File: config.mk
export PLATFORM = sky130hd
export DESIGN_NAME = shift_register_piso_tx
export DESIGN_NICKNAME = d
export VERILOG_FILES = /design/src/rtl/shift_reg_pkg.sv /design/src/rtl/shift_register_piso_tx.sv
export SDC_FILE = /design/constraint.sdc
export NUM_CORES = 1
export LEC_CHECK = 0
export CORE_AREA = 2 2 39 41
export DETAILED_ROUTE_END_ITERATION = 6
export DIE_AREA = 0 0 41 43
export GPL_TIMING_DRIVEN = 0
export PLACE_DENSITY_LB_ADDON = 0.08
export SLEW_MARGIN = 20
export SYNTH_ARGS = -nofsm -noshare
export SYNTH_HDL_FRONTEND = slang
export SYNTH_SLANG_ARGS = --single-unit
File: constraint.sdc
create_clock -name clk -period 1.2 [get_ports clk]
set_input_delay 0.24 -clock clk [delete_from_list [all_inputs] [get_ports clk]]
set_output_delay 0.24 -clock clk [all_outputs]
set_load 0.02 [all_outputs]
File: src/rtl/shift_reg_pkg.sv
`default_nettype none
// ============================================================================
//  Module      : shift_reg_pkg
//  Description : Definitions shared by the serial register link transmitter
//                and receiver: the two-state FSM encoding and a constant
//                ceiling-log2 helper used to size the bit counters.
//  Ports       : none (package)
//  Revision    : 1.0  initial release
// ============================================================================
package shift_reg_pkg;

   // FSM state encoding, kept as plain one-bit constants so older code that
   // compares against literal values keeps working.
   localparam logic [0:0] ST_IDLE  = 1'b0;
   localparam logic [0:0] ST_SHIFT = 1'b1;

   // Ceiling log2 for sizing counters at elaboration time.
   // clog2(1)=0, clog2(2)=1, clog2(4)=2, clog2(5)=3.
   function automatic int clog2(input int value);
      int result;
      int remaining;
      result = 0;
      for (remaining = value - 1; remaining > 0; remaining = remaining >> 1) begin
         result = result + 1;
      end
      return result;
   endfunction

endpackage : shift_reg_pkg
`default_nettype wire

File: src/rtl/shift_register_piso_tx.sv
`default_nettype none
// ============================================================================
//  Module      : shift_register_piso_tx
//  Description : Parallel-in serial-out transmitter. Accepts a WIDTH-bit word
//                over a valid/ready load handshake and shifts it out one bit
//                per accepted serial beat. A new word may load on the same
//                edge that consumes the last bit of the current one, so words
//                stream back-to-back without an idle gap.
//  Parameters  : WIDTH     - word width in bits (>= 2)
//                LSB_FIRST - 0: MSB leaves first, 1: LSB leaves first
//  Ports       : clk          - clock, all state changes on posedge
//                clear_n      - synchronous active-low reset
//                load_valid   - parallel_in holds a word to send
//                parallel_in  - word to serialize
//                load_ready   - a word can be accepted this cycle
//                serial_out   - current serial bit
//                serial_valid - serial_out carries a data bit
//                serial_ready - downstream consumes serial_out this cycle
//                done         - one-cycle pulse after a word's last bit
//  Revision    : 1.0  initial release
// ============================================================================
module shift_register_piso_tx
   import shift_reg_pkg::*;
#(
   parameter int WIDTH     = 4,
   parameter bit LSB_FIRST = 1'b0
) (
   input  logic             clk,
   input  logic             clear_n,
   input  logic             load_valid,
   input  logic [WIDTH-1:0] parallel_in,
   output logic             load_ready,
   output logic             serial_out,
   output logic             serial_valid,
   input  logic             serial_ready,
   output logic             done
);

   localparam int                 c_CNT_W    = clog2(WIDTH);
   localparam logic [c_CNT_W-1:0] c_CNT_LAST = c_CNT_W'(WIDTH - 1);
   localparam logic [c_CNT_W-1:0] c_CNT_ONE  = c_CNT_W'(1);

   logic [0:0]         r_state;
   logic [WIDTH-1:0]   r_shift;
   logic [c_CNT_W-1:0] r_count;
   logic               r_done;

   logic [WIDTH-1:0]   w_shift_next;
   logic               w_out_bit;
   logic               w_shifting;
   logic               w_beat;
   logic               w_last_beat;
   logic               w_load;

   // ------------------------------------------------------------------------
   // Output end of the shifter depends on bit order. The vacated end is
   // zero-filled so stale data never re-emerges.
   // ------------------------------------------------------------------------
   if (LSB_FIRST) begin : g_lsb_first
      assign w_shift_next = {1'b0, r_shift[WIDTH-1:1]};
      assign w_out_bit    = r_shift[0];
   end else begin : g_msb_first
      assign w_shift_next = {r_shift[WIDTH-2:0], 1'b0};
      assign w_out_bit    = r_shift[WIDTH-1];
   end

   // ------------------------------------------------------------------------
   // Handshake decode. The count holds the number of bits still to follow
   // the one currently presented, so count==0 marks the final bit.
   // ------------------------------------------------------------------------
   assign w_shifting  = (r_state == ST_SHIFT);
   assign w_beat      = w_shifting && serial_ready;
   assign w_last_beat = w_beat && (r_count == '0);

   // Ready is combinational on serial_ready so the next word can be taken
   // on the very edge that retires the current word's last bit.
   assign load_ready  = (r_state == ST_IDLE) || w_last_beat;
   assign w_load      = load_valid && load_ready;

   // ------------------------------------------------------------------------
   // State, shifter and counter
   // ------------------------------------------------------------------------
   always_ff @(posedge clk) begin
      if (!clear_n) begin
         r_state <= ST_IDLE;
         r_shift <= '0;
         r_count <= '0;
         r_done  <= 1'b0;
      end else begin
         // Pulses for exactly one cycle after each completed word; when a
         // second word loads back-to-back this lines up with its first bit.
         r_done <= w_last_beat;

         if (w_load) begin
            // Loading takes priority: this also covers the back-to-back case
            // where the previous word finishes on the same edge.
            r_shift <= parallel_in;
            r_count <= c_CNT_LAST;
            r_state <= ST_SHIFT;
         end else if (w_beat) begin
            if (r_count != '0) begin
               r_shift <= w_shift_next;
               r_count <= r_count - c_CNT_ONE;
            end else begin
               r_state <= ST_IDLE;
            end
         end
         // serial_ready low in SHIFT: everything holds.
      end
   end

   assign serial_out   = w_out_bit;
   assign serial_valid = w_shifting;
   assign done         = r_done;

endmodule : shift_register_piso_tx
`default_nettype wire

==> results list, run 1 <==
- Cell count after placement: between 60 and 70
* Fraction of power spent switching nets: 28.36%
- Critical path data required time: approximately 0.96 ns
* Number of buffers created by CTS: 3
* Detailed-route DRC error count: 0
* Peak Freq: 0.7397 GHz
- Skew final: 0.001074 ns
- Setup violations, final: 6
* Crit path launch type: flop
- Via count: 361
* Die Span X: slightly above 40 um
- CTS Root Cell: clkbuf_4
- Across every metal layer, demand over resource in global routing totals approximately an eighth.
- Entering global routing, the biggest net connects 9 pins.
* Number of standard cells after synthesis: 42
- Portion of synthesized cell area occupied by the leading cell type: about two fifths
- The critical path runs through a total of 5 cells.
- STA puts the critical path data arrival time at approximately 1.1 ns.
- Global-route wire length before repair: about 1.5 mm
- Switching power total: 0.0002022 W
- Leading cell types in the layout, fill and taps excluded: 8 x inv_1, 6 x dfxtp_1, 6 x clkdlybuf4s50_1, 4 x buf_4
- After the first detailed-routing iteration, the DRC count stood at 3.
- Number of rows created at floorplan: 14
- On the final layout, the worst hold slack is 0.4759 ns.
- The clock reaches the later pin of the worst-skew pair after ~0.25 ns.
- Combinational logic burns 28.2% of the power.
* Worst hold path stage count: 2
- On the critical path the largest part of the delay comes from flip-flops.
* Status: finished with violations
- Violations in the final reports: negative setup slack
* Routability-driven placement congestion ratio: 0.6542
* Via count of the first global-routing pass: 380
* GR peak layer: met2
- The number of buffers and inverters on the critical path is 3.
* Number of buffers added to fix hold violations after cts: 0
- Leakage power summed over all cells: 0.2668 nW
- For this configuration, the core starts out at a cell density of 29.57%.
- Met1 global-route usage: 16.18%
- Along the worst path, the maximum fanout reaches 3.
- Proportion of layout cells with a drive suffix above 1: 43.33%
- Power Internal: around 0.00051 W
* Power density relative to cell area: 1144 mW/mm^2
* Commonest non-fill, non-tap cell in the layout: inv_1
- After synthesis, the cell types taking the most area are dfxtp_1 39%, a221oi_2 11%, inv_1 9.2%, o21ai_0 4.9%, o21bai_4 4.6%.
- In this run, distinct cell masters in the synthesized netlist total 17.
- Before antenna repair, the detailed router went through 2 iterations.
- In this run the cell area of the synthesized design comes to 409.1 um^2.
- CTS H-tree lvls: 1
* # port buffers: 11
- Post-Route Utilization: 45.03%
- After clock tree synthesis, the clock-pin slew on the worst setup and hold paths is approximately 0.060 ns.
- The die is ~43 um tall.
- Synth area leader: dfxtp_1
* Synthesized area per cell: around 9.7 um^2
- Category of the critical setup timing path: flop to output port
* I/O pin count: 12
- Setup repair after global routing could not meet its margin everywhere.
- Sequential element share of the synthesized area: 39.14%
- The routed design has 905 um of wire.
- Crit path capture type: output port
* Total half-perimeter wirelength after legalization and detailed placement: 656.2 um
- Core outline area: 0.001384 mm^2
- Post-synth net total: 51
- The floorplan step defined a die boundary enclosing 0.001763 mm^2.
- Maximum vdd drop: 0.5659 mV
* CTS tree: yes
- Drt via density: 4.750
- The Yosys step of the flow raised 0 warnings.
- The completed layout was analyzed and its total power is 0.0007129 W.
* Crit-path max cell delay: 0.33 ns
* Grt total ovfl: 0
* Critical path, cell by cell: inv_2 > ha_4 > a21boi_2 > inv_1 > buf_6
- In this run the tightest slew margin relative to its limit is 76.97%.
- At the pin with the least slew margin, the transition time is 0.3443 ns.
- The tool flagged a number of max-cap violations equal to 0.
- In the global route stage, met2 resource usage came out at between 10% and 20%.
- Part of the total power dissipated in the clock network: approximately 29%
* Grt met3 use: 3.141%
* Part of the cycle the worst path needs: 112.7%
- After routing, the total negative slack on setup checks comes to -0.3757 ns.
* Synth Register Bits: 8
- Sequential cells burn 42.8% of the power.
- Final Max Slew Viols: 0
* Maximum buffer depth of the clock tree: 2
- Initial antenna violation count: 0
- Count of antenna diodes in the layout: 0
- After detailed routing, the average wire length per cell comes to between 10 and 15 um.
- The area growth from synthesis to layout is 52.29%.
* Worst R2R Path Depth: 6
* Slowest library cell on the worst path: dfxtp_2
* Number of hold-slack violations in the final timing report: 0
- Finished Layout Cells: 76
- Net count, final: 71
* Class of the tightest hold or removal check: flop to flop
- Num Clock Sinks: 8
* Number of nets with antenna violations after routing: 0
- Minimum setup slack in the final design: -0.1519 ns
- The worst path in the final design needs a cycle of around 1.4 ns, including I/O delays and setup.
[metal layers]
metal | vias up | part of all wire, %
met1 | 165 | 46
li1 | 185 | -
met5 | - | 0
met3 | 2 | 5.5
met2 | 9 | 48
met4 | 0 | 0.44
[worst min-delay path: cells and delay by family (launching register included)]
family | cells | cell delay (ns)
AOI/OAI and AO/OA | 1 | 0.05
buffers and inverters | 1 | 0.06
DFF | 1 | 0.31
[synth_stat cells]
library cell  number
nor2b_2            2
and2b_1            1
o31ai_1            1
o21ai_0            4
o21bai_4           1
a221oi_2           3
o21a_1             1
o221a_2            1
ha_1               1
nand4b_1           1
inv_1             10
dfxtp_1            8
and4_2             1
a21oi_1            3
nand2_1            1
nand3b_1           2
a21boi_2           1
[through the flow]
step | cell area (um^2) | setup WS, ns
floorplan | 415.4 | -0.003353
global placement | 545.5 | -0.6600
detailed placement | 545.5 | -0.6526
CTS | 603.1 | -0.1579
global route | 623.1 | -0.2290
finish | 623.1 | -0.1519
[cell type report]
type / count / area (um^2)
tap: 16 / 20.02
inverter: 10 / 37.54
timing repair buffer: 15 / 132.6
clock buffer: 3 / 22.52
fill: 139 / 760.7
sequential: 8 / 162.7
multi-input combinational: 24 / 247.7
[logic make-up (layout without fill, tap and decap cells)]
| family | Yosys count | after routing | share of synthesized area, % |
|---|---|---|---|
| simple gates | 8 | 8 | 15.29 |
| flops | 8 | 8 | 39.14 |
| buf+inv | 10 | 28 | 9.175 |
| fa+ha+maj | 1 | 1 | 3.058 |
| compound gates | 15 | 15 | 33.33 |
[power groups by stage]
| stage | logic (W) | clock network (W) | registers, W |
|---|---|---|---|
| global placement | 0.000158 | 0 | 0.000310 |
| global route | 0.000221 | 0.000228 | 0.000308 |
| detailed placement | 0.000166 | 0 | 0.000311 |
| finish | 0.000201 | 0.000207 | 0.000305 |
| floorplan | 0.0000912 | 0 | 0.000316 |
| CTS | 0.000190 | 0.000211 | 0.000305 |
[path summary, 6_finish.rpt]
kind                            startpoint  slack [ns]    endpoint
worst max-delay path            r_count[0]       -0.15  load_ready
worst min-delay path            r_shift[2]        0.48  r_shift[2]
worst max register to register  r_count[1]       -0.06  r_count[0]
worst min register to register  r_shift[2]        0.48  r_shift[2]
[sequential cells by signal (all words and copies together) (netlist names)]
register	count
serial_valid	1
done	1
r_count	2
r_shift	4
[what timing repair did]
action,in CTS,in global routing
gates resized for setup,18,4
pin swaps,4,1
buffers inserted,3,1
endpoints found under the setup margin,10,8
(Power assumes the default switching activity.)
==> run 2, diff against run 1 <==
--- a/config.mk
+++ b/config.mk
@@ -9,7 +9,7 @@
 export DETAILED_ROUTE_END_ITERATION = 6
 export DIE_AREA = 0 0 41 43
 export GPL_TIMING_DRIVEN = 0
-export PLACE_DENSITY_LB_ADDON = 0.08
+export PLACE_DENSITY = 0.54
 export SLEW_MARGIN = 20
 export SYNTH_ARGS = -nofsm -noshare
 export SYNTH_HDL_FRONTEND = slang
==> results list, run 2 (synthesized netlist as in run 1, its figures left out) <==
- The flow ran to the end, but the final reports show violations.
* Violations in the final reports: negative setup slack
* Max FO, Critical Path: 6 (+3)
* Setup WS pre-CTS: -0.6760 ns (-0.02345 ns)
* Initial antenna violation count: 0 (unchanged)
- Global-route total usage across every layer: 12.39% (-0.49 points)
- The number of design-rule violations left by the first detailed-router iteration is 4 (+1).
* Via count of the first global-routing pass: 332 (-13%)
- The worst setup path is launched from a flop.
* Setup TNS: -0.3496 ns (+0.02617 ns)
- Detailed-route DRC error count: 0 (unchanged)
* Leakage power summed over all cells: 0.2576 nW (-3.4%)
- Reg clk slew, reported paths: 0.06 ns (about the same)
- Compared with the post-synthesis result, the final layout area differs by 48.62%.
* Number of nets with antenna violations after routing: 0 (unchanged)
- Counting flops per register, the top entry is r_shift.
- Core outline area: 0.001384 mm^2 (unchanged)
- The worst hold margin was 0.4686 ns (-0.007268 ns).
- The worst hold path terminates at r_shift[1].
- The worst hold path begins at r_shift[1].
* Category of the critical setup timing path: flop to output port
* DR WL/cell: 11.07 um (-7.1%)
- Part of the cycle the worst path needs: 113.2% (+0.56 points)
- Number of buffers created by CTS: 3 (unchanged)
- Top Registers: r_shift x4, r_count x2
- Skew final: 0.0006428 ns (-0.0004312 ns)
- Count of antenna diodes in the layout: 0 (unchanged)
* Setup violations, final: 6 (unchanged)
* Terminus of the critical flop-to-flop path: r_shift[3]
- Commonest non-fill, non-tap cell in the layout: inv_1
* Critical path data required time: 0.96 ns (about the same)
- # port buffers: 11 (unchanged)
- The final hold violation count was 0 (unchanged).
* Power density relative to cell area: 1150 mW/mm^2 (+0.49%)
- Largest register FFs: 4 (unchanged)
- Slew HR: 80.27% (+3.3 points)
* Total Die Area: 0.001763 mm^2 (unchanged)
- CTS Root Cell: clkbuf_4
* Worst EP arrival: 1.12 ns (about the same)
- The top cell types in the final layout, fill and taps aside, are 8 x inv_1, 6 x clkdlybuf4s50_1, 5 x dfxtp_1, 4 x o21ai_0.
- The slew at the pin closest to its max-slew limit is 0.2950 ns (-0.04932 ns).
* Routability-driven placement congestion ratio: 0.7043 (+7.7%)
- TritonCTS built the clock tree.
- Crit path capture type: output port
* CTS H-tree lvls: 1 (unchanged)
* Final Max Slew Viols: 0 (unchanged)
* Peak Freq: 0.7361 GHz (-0.49%)
* I/O pin count: 12 (unchanged)
- Net count, final: 70 (-1.4%)
* Via count: 353 (-2.2%)
- Setup repair after global routing could not meet its margin everywhere.
- The global-route wire length before repair came to 1.373 mm (-8.7%).
- The time the final worst path needs with I/O delays and setup was 1.359 ns (+0.006714 ns).
- Start point of the critical path: r_count[0]
- The via density per instance came to 4.707 (-0.91%).
* Maximum number of pins on one net before global-route repair: 9 (unchanged)
- Die Span X: 41 um (unchanged)
- Grt total ovfl: 0 (unchanged)
* Effective utilization at floorplan: 29.57% (unchanged)
- Reg2Reg Setup Slack: -0.05 ns (about the same)
- The worst path setup slack after routing was -0.1586 ns (-0.006714 ns).
- The number of maximum-capacitance constraint violations was 0 (unchanged).
* Worst-Skew Late Latency: 0.25 ns (about the same)
- Number of rows created at floorplan: 14 (unchanged)
* Worst hold path stage count: 2 (unchanged)
- Total half-perimeter wirelength after legalization and detailed placement: 560.5 um (-15%)
- Num Clock Sinks: 8 (unchanged)
- Number of detailed-routing iterations run before antenna repair: 3 (+1)
* Die height: 43 um (unchanged)
- The ratio of cells with drive above 1 in the final layout was 44.07% (+0.73 points).
* Maximum buffer depth of the clock tree: 2 (unchanged)
- The worst IR drop on VDD came to 0.5594 mV (-1.1%).
- The multi-input logic area came to 239.0 um^2 (-3.5%).
- The sequential cell area is 163.9 um^2 (+0.77%).
- The tightest min-delay check is of the flop to flop type.
* Critical register-to-register path startpoint: r_count[1]
- The post-detailed-routing wire length was 830 um (-8.3%).
- The depth of the worst register-to-register path is 5 (-1).
- Fillers: 141 (+1.4%)
-- run 2: cell count changes in the layout (fill, tap and decap cells not counted), sizes merged --
cell | previous run | this run
clkbuf | 4 | 3
clkdlybuf4s15 | 0 | 1
buf | 5 | 4
-- run 2: worst max-delay path by stage --
stage / slack [ns] / endpoint
4_1_cts: -0.16 / load_ready
6_report: -0.16 / load_ready
3_3_place_gp: -0.67 / load_ready
3_5_place_dp: -0.68 / load_ready
5_1_grt: -0.23 / load_ready
2_1_floorplan: -0.003 / r_shift[1]
-- run 2: critical path: stages, from the launching register on --
cell	delay, ns
dfxtp_2	0.33
inv_2	0.04
ha_4	0.17
a21boi_2	0.13
inv_1	0.04
buf_2	0.15
-- run 2: stage by stage --
stage / util (%) / std cells / power [W] / instance area (um^2)
floorplan: - / 42 / 0.0004076 / 415.4
global placement: 39.42 / 69 / 0.0004734 / 545.5
detailed placement: 39.42 / 69 / 0.0004734 / 545.5
CTS: 42.77 / 74 / 0.0006977 / 591.8
global route: 43.94 / 75 / 0.0007421 / 608.1
finish: 43.94 / 75 / 0.0006992 / 608.1
-- run 2: timing repair --
action | CTS | global route
hold buffers | 0 | 0
resized for setup | 15 | 2
setup endpoints to repair | 10 | 7
setup buffers | 2 | 1
pin swaps | 5 | 0
-- run 2: cell type report --
cell class	instances	area share, %
Sequential cell	8	26.95
Timing Repair Buffer	14	20.58
Inverter	10	6.173
Tap cell	16	3.292
Clock buffer	3	3.704
Multi-Input combinational cell	24	39.30
-- run 2: metal layers --
metal	share of wire, %	GRT usage (%)
met2	41	15.63
met3	7.0	7.853
met4	2.5	8.000
met5	0	0
met1	50	14.94
-- run 2: power breakdown --
part / leakage (nW) / switching (W) / internal (W)
Clock: 0.0138 / 0.0000938 / 0.000115
Combinational: 0.177 / 0.0000886 / 0.0000972
Sequential: 0.0671 / 0.0000133 / 0.000292
Total: 0.258 / 0.000196 / 0.000504
==> run 3, diff against run 2 <==
--- a/config.mk
+++ b/config.mk
@@ -5,7 +5,9 @@
 export SDC_FILE = /design/constraint.sdc
 export NUM_CORES = 1
 export LEC_CHECK = 0
+export CAP_MARGIN = 25
 export CORE_AREA = 2 2 39 41
+export CTS_CLUSTER_DIAMETER = 200
 export DETAILED_ROUTE_END_ITERATION = 6
 export DIE_AREA = 0 0 41 43
 export GPL_TIMING_DRIVEN = 0
@@ -14,3 +16,4 @@
 export SYNTH_ARGS = -nofsm -noshare
 export SYNTH_HDL_FRONTEND = slang
 export SYNTH_SLANG_ARGS = --single-unit
+export TNS_END_PERCENT = 50
==> results list, run 3 (synthesized netlist as in run 1, its figures left out) <==
- Part of the cycle the worst path needs: 113.0% (-0.18 points)
- The largest buffer count on any clock path came to 2 (unchanged).
- The total iterations of the first detailed-routing run came to 2 (-1).
* Crit path launch type: flop
- Die height: 43 um (unchanged)
* Fraction of power spent switching nets: 27.91% (-0.067 points)
* Grt total ovfl: 0 (unchanged)
* Area of placed instances: 544.3 um^2 (-0.23%)
* Skew final: 0.001018 ns (+0.0003747 ns)
- The portion of total power attributed to the clock network is 29.9% (about the same).
- The worst setup path is captured at an output port.
- The total die area came to 0.001763 mm^2 (unchanged).
* Worst Tran Pin Value: 0.3096 ns (+0.01459 ns)
* Number of rows created at floorplan: 14 (unchanged)
- CTS H-tree lvls: 1 (unchanged)
* Violations in the final reports: negative setup slack
- More flip-flops sit in one register than any other, and that register is r_shift.
- The clock latency on the worst-skew pair was 0.25 ns (about the same).
- Commonest non-fill, non-tap cell in the layout: inv_1
- The count of non-filler cells in the finished layout was 74 (-1.3%).
- The routability-driven placement congestion ratio was 0.6702 (-4.8%).
- Proportion of layout cells with a drive suffix above 1: 41.38% (-2.7 points)
- Maximum vdd drop: 0.4835 mV (-14%)
* Number of buffers added to fix hold violations after cts: 0 (unchanged)
- Number of hold-slack violations in the final timing report: 0 (unchanged)
- The number of diodes is 0 (unchanged).
- The clock slew seen by the registers of the worst setup and hold paths was 0.06 ns (about the same).
- Drt via density: 4.622 (-1.8%)
- The number of nets still failing antenna checks after routing came to 0 (unchanged).
* Slowest library cell on the worst path: dfxtp_2
* Critical path, cell by cell: inv_2 > ha_4 > a21boi_2 > inv_1 > buf_2
* Setup violations, final: 6 (unchanged)
- Core outline area: 0.001384 mm^2 (unchanged)
* Peak Freq: 0.7372 GHz (+0.16%)
- Leaving out fill and tap cells, the most frequent cells in the layout are 8 x inv_1, 6 x clkdlybuf4s50_1, 5 x dfxtp_1, 4 x o21ai_0.
- The proportion of power drawn by combinational gates was 26.1% (-0.5 points).
* Number of buffers created by CTS: 3 (unchanged)
- CTS Root Cell: clkbuf_4
* Num Clock Sinks: 8 (unchanged)
* Power density relative to cell area: 1163 mW/mm^2 (+1.1%)
- Minimum setup slack in the final design: -0.1564 ns (+0.002141 ns)
- The required time at the endpoint of the critical path was 0.96 ns (about the same).
- The initial antenna violation count is 0 (unchanged).
- Detailed-route DRC error count: 0 (unchanged)
- The time the final worst path needs with I/O delays and setup came to 1.356 ns (-0.002141 ns).
- Power Internal: 0.0005003 W (-0.64%)
- The endpoint arrival time on the critical path was 1.12 ns (about the same).
- The total global-route track usage is 12.39% (unchanged).
- The average wire length per cell after detail routing is 11.73 um (+6.0%).
- The leakage power total came to 0.2519 nW (-2.2%).
- Class of the tightest hold or removal check: flop to flop
- The number of maximum-capacitance constraint violations was 0 (unchanged).
* Category of the critical setup timing path: flop to output port
* Unrepaired setup endpoints after global routing: true
- Proportion of power drawn by flip-flops and latches: 44.0% (+0.4 points)
- Slew HR: 79.29% (-0.98 points)
* Final non-filler cell area: 596.8 um^2 (-1.9%)
* Switching power total: 0.0001937 W (-0.97%)
- The post-detailed-routing wire length came to 868 um (+4.6%).
- The total power draw is 0.0006940 W (-0.73%).
- DRC marker count from the first detailed-route iteration: 3 (-1)
- The cell count after placement was 69 (unchanged).
- The number of vias in the routed layout was 342 (-3.1%).
* Largest register FFs: 4 (unchanged)
- CTS tree: yes
* Status: finished with violations
- The highest fanout seen on the critical path came to 6 (unchanged).
* Die Span X: 41 um (unchanged)
- The pin count of the biggest net entering global routing is 9 (unchanged).
- The area growth from synthesis to layout is 45.87%.
- In the final layout, the registers with the most flip-flops are r_shift x4, r_count x2.
- The half-perimeter wire length after placement was 576.1 um (+2.8%).
- The summed negative setup slack over all endpoints came to -0.2725 ns (+0.07708 ns).
- The number of global-route vias before repair is 316 (-4.8%).
- The number of I/O port buffers came to 11 (unchanged).
- Crit-path max cell delay: 0.33 ns (about the same)
- Net count, final: 69 (-1.4%)
- Final Max Slew Viols: 0 (unchanged)
- The count of pins on the block boundary came to 12 (unchanged).
- The effective utilization at floorplan came to 29.57% (unchanged).
- Global-route wire length before repair: 1.428 mm (+4.0%)
-- run 3: changes by cell type in the layout (fill, tap and decap cells not counted) --
cell     before  now
buf_4         3    2
a21oi_2       1    0
a21oi_1       2    3
-- run 3: worst max-delay path: cells and delay by family (launching register included) --
kind                       cells  cell delay, ns
AOI/OAI and AO/OA              1            0.13
adders and majority gates      1            0.17
buffers and inverters          3            0.23
DFF                            1            0.33
-- run 3: through the flow --
stage          hold WS [ns]  setup WS (ns)  utilization [%]
2_1_floorplan        0.3561      -0.004997                -
3_3_place_gp         0.4480        -0.6779            39.33
3_5_place_dp         0.4519        -0.6762            39.33
4_1_cts              0.4666        -0.1623            42.68
5_1_grt              0.4892        -0.2250            43.13
6_report             0.4570        -0.1564            43.13
-- run 3: power by group through the flow --
stage	sequential, W	combinational (W)	clock (W)
6_report	0.000305	0.000181	0.000208
5_1_grt	0.000308	0.000201	0.000232
4_1_cts	0.000305	0.000179	0.000215
3_5_place_dp	0.000311	0.000164	0
3_3_place_gp	0.000310	0.000163	0
2_1_floorplan	0.000316	0.0000912	0
-- run 3: metal layers --
layer | track usage, % | part of all wire (%) | up-vias
met5 | 0 | 0 | -
met1 | 17.21 | 53 | 150
met4 | 6.000 | 1.5 | 0
li1 | - | - | 181
met3 | 6.283 | 5.2 | 2
met2 | 15.31 | 40 | 9
-- run 3: final timing paths --
path	startpoint	end	slack, ns	cells past startpoint
min	r_shift[3]	r_shift[3]	0.46	2
max	r_count[0]	load_ready	-0.16	5
max reg2reg	r_count[0]	r_shift[3]	-0.05	5
min reg2reg	r_shift[3]	r_shift[3]	0.46	2
-- run 3: cell type report --
cell class / instances / area (um^2)
Fill cell: 145 / 787.0
Sequential cell: 8 / 163.9
Clock buffer: 3 / 22.52
Tap cell: 16 / 20.02
Timing Repair Buffer: 13 / 117.6
Multi-Input combinational cell: 24 / 235.2
Inverter: 10 / 37.54
-- run 3: repair_timing --
action / in CTS / in global routing
pin swaps: 6 / 2
gates resized for setup: 15 / 2
buffers inserted: 2 / 0
setup endpoints to repair: 10 / 7
